--- src/rtl/insmem_loadable.sv ---
// insmem_loadable -- single-clock loadable instruction memory.
//
// A program is streamed in through a valid/ready loader port. It is written
// at auto-incrementing addresses starting from 0. After the load completes,
// the core fetch stage reads registered instructions by PC.
//
// Optional feature: when the macro INSMEM_PARITY_EN is defined, each word
// stores an even-parity bit. Every fetch rechecks that bit, and the result
// appears on the extra output parity_err.
//
// Ports:
//   clka            sole clock, rising edge
//   rst             synchronous active-high reset
//   ld_start        pulse: begin a (re)load at address 0
//   ld_valid        ld_data valid this cycle
//   ld_ready        block accepts a load word this cycle (high in S_LOAD)
//   ld_data         program word to write
//   ld_last         marks the final program word
//   ld_done         a load has completed; fetch enabled
//   ld_overflow     load ended by filling the array without ld_last
//   ld_count        words written by current/last load (0..DEPTH)
//   fetch_en        fetch request
//   pc              fetch address
//   instruction_out registered fetched instruction (NOP_WORD when refused)
//   instr_valid     instruction_out holds a fetch from the previous cycle
//   parity_err      (INSMEM_PARITY_EN only) stored parity mismatch on fetch
module insmem_loadable #(
    parameter int                     INSTR_WIDTH = 16,
    parameter int                     PC_BITS     = 6,
    parameter logic [INSTR_WIDTH-1:0] NOP_WORD    = 16'h0000
) (
    input  logic                   clka,
    input  logic                   rst,
    input  logic                   ld_start,
    input  logic                   ld_valid,
    output logic                   ld_ready,
    input  logic [INSTR_WIDTH-1:0] ld_data,
    input  logic                   ld_last,
    output logic                   ld_done,
    output logic                   ld_overflow,
    output logic [PC_BITS:0]       ld_count,
    input  logic                   fetch_en,
    input  logic [PC_BITS-1:0]     pc,
    output logic [INSTR_WIDTH-1:0] instruction_out,
`ifdef INSMEM_PARITY_EN
    output logic                   parity_err,
`endif
    output logic                   instr_valid
);

    localparam int DEPTH = 32'd1 << PC_BITS;
    localparam logic [PC_BITS-1:0] LAST_ADDR  = {PC_BITS{1'b1}};
    localparam logic [PC_BITS-1:0] ADDR_ZERO  = {PC_BITS{1'b0}};
    localparam logic [PC_BITS-1:0] ADDR_ONE   = {{(PC_BITS-1){1'b0}}, 1'b1};
    localparam logic [PC_BITS:0]   CNT_ZERO   = {(PC_BITS+1){1'b0}};
    localparam logic [PC_BITS:0]   CNT_ONE    = {{PC_BITS{1'b0}}, 1'b1};
    localparam logic [PC_BITS:0]   CNT_FULL   = {1'b1, {PC_BITS{1'b0}}};
    localparam logic [INSTR_WIDTH-1:0] WORD_ZERO = {INSTR_WIDTH{1'b0}};

    typedef enum logic [1:0] {
        S_IDLE = 2'b00,
        S_LOAD = 2'b01,
        S_RUN  = 2'b10
    } state_t;

`ifdef INSMEM_PARITY_EN
    // Even parity: the stored bit makes the total count of ones even.
    function automatic logic even_parity(input logic [INSTR_WIDTH-1:0] word);
        even_parity = ^word;
    endfunction

    // Recheck the stored bit; a nonzero XOR over word+bit means corruption.
    function automatic logic parity_bad(input logic [INSTR_WIDTH-1:0] word,
                                        input logic                   par);
        parity_bad = (^word) ^ par;
    endfunction
`endif

    state_t                   state_r, next_state_s;
    logic [PC_BITS-1:0]       waddr_r;
    logic [PC_BITS:0]         ld_count_r;
    logic                     ld_ready_r;
    logic                     ld_done_r;
    logic                     ld_overflow_r;
    logic [INSTR_WIDTH-1:0]   instruction_out_r;
    logic                     instr_valid_r;
    logic                     xfer_s;
    logic                     at_end_s;
    logic                     load_end_s;
    logic                     wr_en_s;

    logic [INSTR_WIDTH-1:0]   mem_r [DEPTH];
`ifdef INSMEM_PARITY_EN
    logic                     mem_par_r [DEPTH];
    logic                     parity_err_r;
`endif

    // Handshake decode and next-state selection.
    always_comb begin
        next_state_s = state_r;
        xfer_s       = (state_r == S_LOAD) && ld_valid;
        at_end_s     = (waddr_r == LAST_ADDR);
        load_end_s   = xfer_s && (ld_last || at_end_s);
        wr_en_s      = xfer_s && !rst;
        case (state_r)
            S_IDLE: begin
                if (ld_start) begin
                    next_state_s = S_LOAD;
                end else begin
                    next_state_s = S_IDLE;
                end
            end
            S_LOAD: begin
                // ld_start is ignored mid-load; only a final transfer leaves.
                if (load_end_s) begin
                    next_state_s = S_RUN;
                end else begin
                    next_state_s = S_LOAD;
                end
            end
            S_RUN: begin
                if (ld_start) begin
                    next_state_s = S_LOAD;
                end else begin
                    next_state_s = S_RUN;
                end
            end
            default: begin
                next_state_s = S_IDLE;
            end
        endcase
    end

    // Program-store write port; contents deliberately survive reset.
    always_ff @(posedge clka) begin
        if (wr_en_s) begin
            mem_r[waddr_r] <= ld_data;
`ifdef INSMEM_PARITY_EN
            mem_par_r[waddr_r] <= even_parity(ld_data);
`endif
        end
    end

    // FSM state, loader bookkeeping and registered fetch path.
    always_ff @(posedge clka) begin
        if (rst) begin
            state_r           <= S_IDLE;
            ld_ready_r        <= 1'b0;
            ld_done_r         <= 1'b0;
            ld_overflow_r     <= 1'b0;
            ld_count_r        <= CNT_ZERO;
            waddr_r           <= ADDR_ZERO;
            instruction_out_r <= WORD_ZERO;
            instr_valid_r     <= 1'b0;
`ifdef INSMEM_PARITY_EN
            parity_err_r      <= 1'b0;
`endif
        end else begin
            state_r    <= next_state_s;
            // Registered copy of "next state is S_LOAD" tracks the state exactly.
            ld_ready_r <= (next_state_s == S_LOAD);
`ifdef INSMEM_PARITY_EN
            parity_err_r <= 1'b0;
`endif
            case (state_r)
                S_IDLE, S_LOAD: begin
                    instr_valid_r <= 1'b0;
                    if (fetch_en) begin
                        instruction_out_r <= NOP_WORD;
                    end
                    if (state_r == S_IDLE && ld_start) begin
                        waddr_r       <= ADDR_ZERO;
                        ld_count_r    <= CNT_ZERO;
                        ld_overflow_r <= 1'b0;
                    end
                    if (xfer_s) begin
                        // Hold the address at the top word; a load never wraps.
                        if (!at_end_s) begin
                            waddr_r <= waddr_r + ADDR_ONE;
                        end
                        if (ld_count_r != CNT_FULL) begin
                            ld_count_r <= ld_count_r + CNT_ONE;
                        end
                        if (at_end_s && !ld_last) begin
                            ld_overflow_r <= 1'b1;
                        end
                        if (load_end_s) begin
                            ld_done_r <= 1'b1;
                        end
                    end
                end
                S_RUN: begin
                    if (ld_start) begin
                        // Reload wins over a same-cycle fetch, which is refused.
                        ld_done_r     <= 1'b0;
                        instr_valid_r <= 1'b0;
                        waddr_r       <= ADDR_ZERO;
                        ld_count_r    <= CNT_ZERO;
                        ld_overflow_r <= 1'b0;
                        if (fetch_en) begin
                            instruction_out_r <= NOP_WORD;
                        end
                    end else if (fetch_en) begin
                        instruction_out_r <= mem_r[pc];
                        instr_valid_r     <= 1'b1;
`ifdef INSMEM_PARITY_EN
                        parity_err_r      <= parity_bad(mem_r[pc], mem_par_r[pc]);
`endif
                    end else begin
                        instr_valid_r <= 1'b0;
                    end
                end
                default: begin
                    instr_valid_r <= 1'b0;
                end
            endcase
        end
    end

    assign ld_ready        = ld_ready_r;
    assign ld_done         = ld_done_r;
    assign ld_overflow     = ld_overflow_r;
    assign ld_count        = ld_count_r;
    assign instruction_out = instruction_out_r;
    assign instr_valid     = instr_valid_r;
`ifdef INSMEM_PARITY_EN
    assign parity_err      = parity_err_r;
`endif

endmodule

--- config.mk ---
export PLATFORM = sky130hd
export DESIGN_NAME = insmem_loadable
export DESIGN_NICKNAME = d
export VERILOG_FILES = /design/src/rtl/insmem_loadable.sv
export SDC_FILE = /design/constraint.sdc
export NUM_CORES = 1
export LEC_CHECK = 0
export ABC_AREA = 1
export BUFFER_PORTS_ARGS = -buffer_cell sky130_fd_sc_hd__buf_2
export CAP_MARGIN = 20
export CORE_ASPECT_RATIO = 2
export CORE_MARGIN = 2
export CORE_UTILIZATION = 30
export DETAILED_ROUTE_END_ITERATION = 8
export GPL_TIMING_DRIVEN = 0
export SKIP_CTS_REPAIR_TIMING = 1
export SYNTH_ARGS = -nofsm -noshare
export SYNTH_HDL_FRONTEND = slang
export SYNTH_SLANG_ARGS = --single-unit
--- constraint.sdc ---
create_clock -name clka -period 3.4 [get_ports clka]
set_clock_uncertainty 0.05 [all_clocks]
set_input_delay 0.34 -clock clka [delete_from_list [all_inputs] [get_ports clka]]
set_output_delay 0.34 -clock clka [all_outputs]
set_load 0.005 [all_outputs]
---- Word-level counts from Yosys, hierarchy flattened ----
Memories as Yosys holds them, arrays and structs flattened.
Index checks and enable logic that the tools add are counted.
word-level totals
  memory bits (writable) .................. 1024
  word-level logic and storage cells ...... 65
  bits of input ports ..................... 28
  memories ................................ 1
  register bits after elaboration ......... 35
memories
  memory  words  width  read ports  clocked after memory_dff  write ports  line  text
  mem_r   64     16     1           0                         1            92    logic [INSTR_WIDTH-1:0] mem_r [DEPTH];
operators by class
  bitwise gates (word level) .............. 1
  multiplexer cells ....................... 29
  reduce and logical (&&, ||, !) cells .... 15
  equality and inequality tests ........... 9
  add/sub/neg operators ................... 2
operator list
  kind                 number
  $mux 16              3
  $pmux 16 s2          1
  $mux 7               4
  $mux 6               4
  $pmux 7 s2           1
  $pmux 6 s2           1
  $mux 1               10
  $add 7x1->7 const B  1
  $ne 7x7->1 const B   1
  $add 6x1->6 const B  1
  $eq 6x6->1 const B   1
  $ne 2x2->1 const B   3
  $pmux 2 s3           1
  $logic_and 1x1->1    5
  $eq 2x1->1 const B   2
  $mux 2               2
  $pmux 1 s2           2
  $reduce_and 2->1     2
  $reduce_and 4->1     1
  $ne 3x3->1 const B   1
  $reduce_or 3->1      1
  $eq 2x2->1 const B   1
  $logic_not 1->1      2
  $logic_not 2->1      1
  4 further kinds      4

---- Longest topological paths before layout ----
  depth after elaboration ................. 6
  depth in mapped cells ................... 14
  gate-level depth less buffers ........... 11

---- Worst setup path before layout ----
Ideal clock, no wire load.
  path kind ............................... register to register
  start point ............................. register state_r[1]
  end point ............................... memory mem_r[10][0], enable pin
  stages on the path, launching flop included .. 8
  setup time .............................. 388 ps
  setup slack ............................. 1108 ps
  path buffers ............................ 1
  data arrival time ....................... 1854 ps
  data required time ...................... 2962 ps
  clock period less this slack ............ 2292 ps
  cell sequence ........................... dfxtp_1 > inv_2 > and3_1 > buf_2 > inv_2 > nor2_4 > nand4_2 > nor2_1
on the way
  word-level cells in the longest chain between the ends .. 5
ends and longest elaborated chain
  element                       line  text
  start, declared               79    state_t state_r, next_state_s;
  start signal, assigned        159   state_r <= next_state_s;
  $eq 2x1->1                    101   xfer_s = (state_r == S_LOAD) && ld_valid;
  $logic_and 1x1->1             101
  $logic_and 1x1->1             104   wr_en_s = xfer_s && !rst;
  $mux 1                        136   if (wr_en_s) begin
  $mux 1 (not written as such)  137   mem_r[waddr_r] <= ld_data;
  end, declared                 92
No other way between the ends.

---- Worst setup path after layout ----
  start point ............................. register state_r[1]
  end point ............................... memory mem_r[51][4], enable pin
Same word-level chain as after synthesis.

==> metrics.cfg <==
[route]
drc_errors=0
routedWlPerCell_um=28.4
drt_pass1_iterations=6
viasPerCell=5.14
via_count=30300
drtIter0Drc=2654
ant_nets=0
wl_um=167000

[synth]
yosys_warnings=0
synth_mux_area_share_pct=0
synth_area_sq_um=43400
synth_fp_nets=3761
ys_ff_latch=1059
synth_ff_type=edfxtp_1
synth_edf_count=1024
seq_area_frac_synth_pct=72.4
yosys.area_share.simple_pct=23.2
async_reset_ff_share_pct=0
synth_cell_types=34
synth.avg_cell_area_sq_um=11.6
synth-compound-area-share_pct=0.461
synth-adder-area-share_pct=0.0864
synthXorXnorAreaFrac_pct=0.0202
synth_top_family_by_area=simple AND/OR/NAND/NOR gates
synth_cells=3730

[global_route]
antenna_found_initial=6
grt_max_degree=65
grt_overflow=0
grt_pass1_vias=29600
grtUsageTotal_pct=22.3
grt_pass1_wl_um=226000

[setup_path]
crit_path_top_delay_cell=nor2_4
cp_cell_sequence=inv_2 -> and3_1 -> buf_2 -> inv_2 -> nor2_4 -> nand4_2 -> nor2_4
cp_max_fo=16
cpLargestDelayFamily=simple AND/OR/NAND/NOR gates
max_stage_delay_ns=0.98
start_kind=flip-flop
endpoint_kind=flip-flop
worst-setup-path-type=reg2reg
path_buf_inv=3
crit_required_ns=3.65
worstPathArrival_ns=3.41

[timing]
setup_tns_ns=0
fin_crit_sh_pct=93.0
slew_headroom_pct=31.3
tightestPinTransition_ns=1.03
rsz0062_at_grt=false
fin_crit_ns=3.16
timing.fmax_ghz=0.316
hold_violations=0
slew_viol_final=0
setup_viol=0

[final_layout]
layout.filler_cells=14100
final_cell_mix=nand2_1 (1399), edfxtp_1 (1024), nand3_1 (877)
layout.nets=3966
final_common_cell=nand2_1
drive_gt1_share_pct=12.5
finalNonFillerCells=5894
post-route-util_pct=35.0
syn2layout_area_growth_pct=15.9

[placement]
place.port_buffers=50
dp.cells=5729
dpl.hpwl_um=122000
gp_congestion=0.982

[floorplan]
core_area_sq_um=144000
die_height_um=542
ioPinCount=55
dieArea_sq_um=148000
start_util_pct=30.2
rows=197
chipWidth_um=273

[cts]
cts_tree=yes
clk_pin_slew_ns=0.07
cts-root-buf=clkbuf_16
clk_latency_ns=0.68
clock_path_buffers=3
cts_num_sinks=1059
numCtsBuffers=85
htree_levels=3

[run]
cap_violations=0

[hold_path]
min_path_type=in2reg

[pwr]
power_density_nw_per_um2=529
ir_worst_vdd_mv=0.379
leakage_nw=18.0

[run_status]
status=finished, final reports clean

[registers in the layout, indices dropped and copies added, names as in the netlist]
signal and count:
mem_r 1024, instruction_out 16, ld_count 7, waddr_r 6
state_r 2, instr_valid 1, ld_done 1, ld_overflow 1
ld_ready 1
[kinds of logic (layout without fill, tap and decap cells)]
logic type      Yosys count  count (layout)
simple gates           2372            2372
flops                  1059            1059
buf+inv                 258             529
compound gates           37              37
fa+ha+maj                 3               3
xor+xnor                  1               1
other cells               0               3
[final timing paths]
kind,depth (start not counted),slack [ns],startpoint,to
worst max register to register,7,0.24,state_r[1],mem_r[51][4]
worst min-delay path,1,0.03,ld_data[11],mem_r[54][11]
worst min register to register,2,0.42,ld_overflow,ld_overflow
worst max-delay path,7,0.24,state_r[1],mem_r[51][4]
[area by class of cell]
cell class                 count  area [sq um]  area share, %
antenna                        3          7.51         0.0149
tap                         1890          2360           4.70
buffer                       231          1550           3.07
multi-input combinational   2413         10600           21.1
inverter                      27           109          0.216
sequential                  1059         31500           62.5
timing repair buffer         118          1470           2.92
clock inverter                45           474          0.942
clock buffer                 108          2320           4.60
[metrics by stage]
| stage | instance area (sq um) | setup slack [ns] | hold WS [ns] | power (mW) |
|---|---|---|---|---|
| 2_1_floorplan | 43400 | 1.11 | 0.389 | 15.5 |
| 3_3_place_gp | 46100 | -0.748 | 0.410 | 16.5 |
| 3_5_place_dp | 47400 | 0.173 | 0.410 | 16.6 |
| 4_1_cts | 50200 | 0.261 | -0.171 | 26.6 |
| 5_1_grt | 50300 | 0.215 | 0.0149 | 27.1 |
| 6_report | 50300 | 0.239 | 0.0287 | 26.6 |
[synthesized netlist by cell type, types with 2 or more instances]
cell type | instances | share of area, %
nor3_1 | 2 | 0.023
o22ai_1 | 3 | 0.043
ha_1 | 3 | 0.086
nand2_1 | 1399 | 12
nand4_1 | 3 | 0.043
nand4_2 | 4 | 0.12
buf_8 | 2 | 0.069
edfxtp_1 | 1024 | 71
buf_2 | 95 | 1.1
buf_6 | 61 | 1.6
dfxtp_1 | 35 | 1.6
a21oi_1 | 23 | 0.26
a211oi_1 | 2 | 0.035
buf_1 | 24 | 0.21
clkbuf_1 | 27 | 0.23
nand2_2 | 2 | 0.029
inv_2 | 5 | 0.043
inv_1 | 19 | 0.16
nand3_2 | 2 | 0.046
clkinv_1 | 2 | 0.017
nand3_1 | 877 | 10
o21ai_0 | 7 | 0.081
buf_4 | 21 | 0.36
nor2_1 | 78 | 0.67
[metal layers]
layer	vias to the layer above	share of wire, %	wire length, um	GRT usage, %
li1	13400	-	-	-
met1	15000	31	51600	20.9
met2	1320	53	88000	41.0
met3	521	4.9	8260	2.79
met4	4	12	19600	21.6
met5	-	0.017	29	0
[power by group]
group / switching, mW / internal (mW) / total [mW]
Clock: 4.76 / 5.48 / 10.2
Combinational: 1.57 / 0.490 / 2.06
Sequential: 0.00824 / 14.3 / 14.3
Total: 6.34 / 20.3 / 26.6
Note: power is estimated with default switching activity, not from simulation.
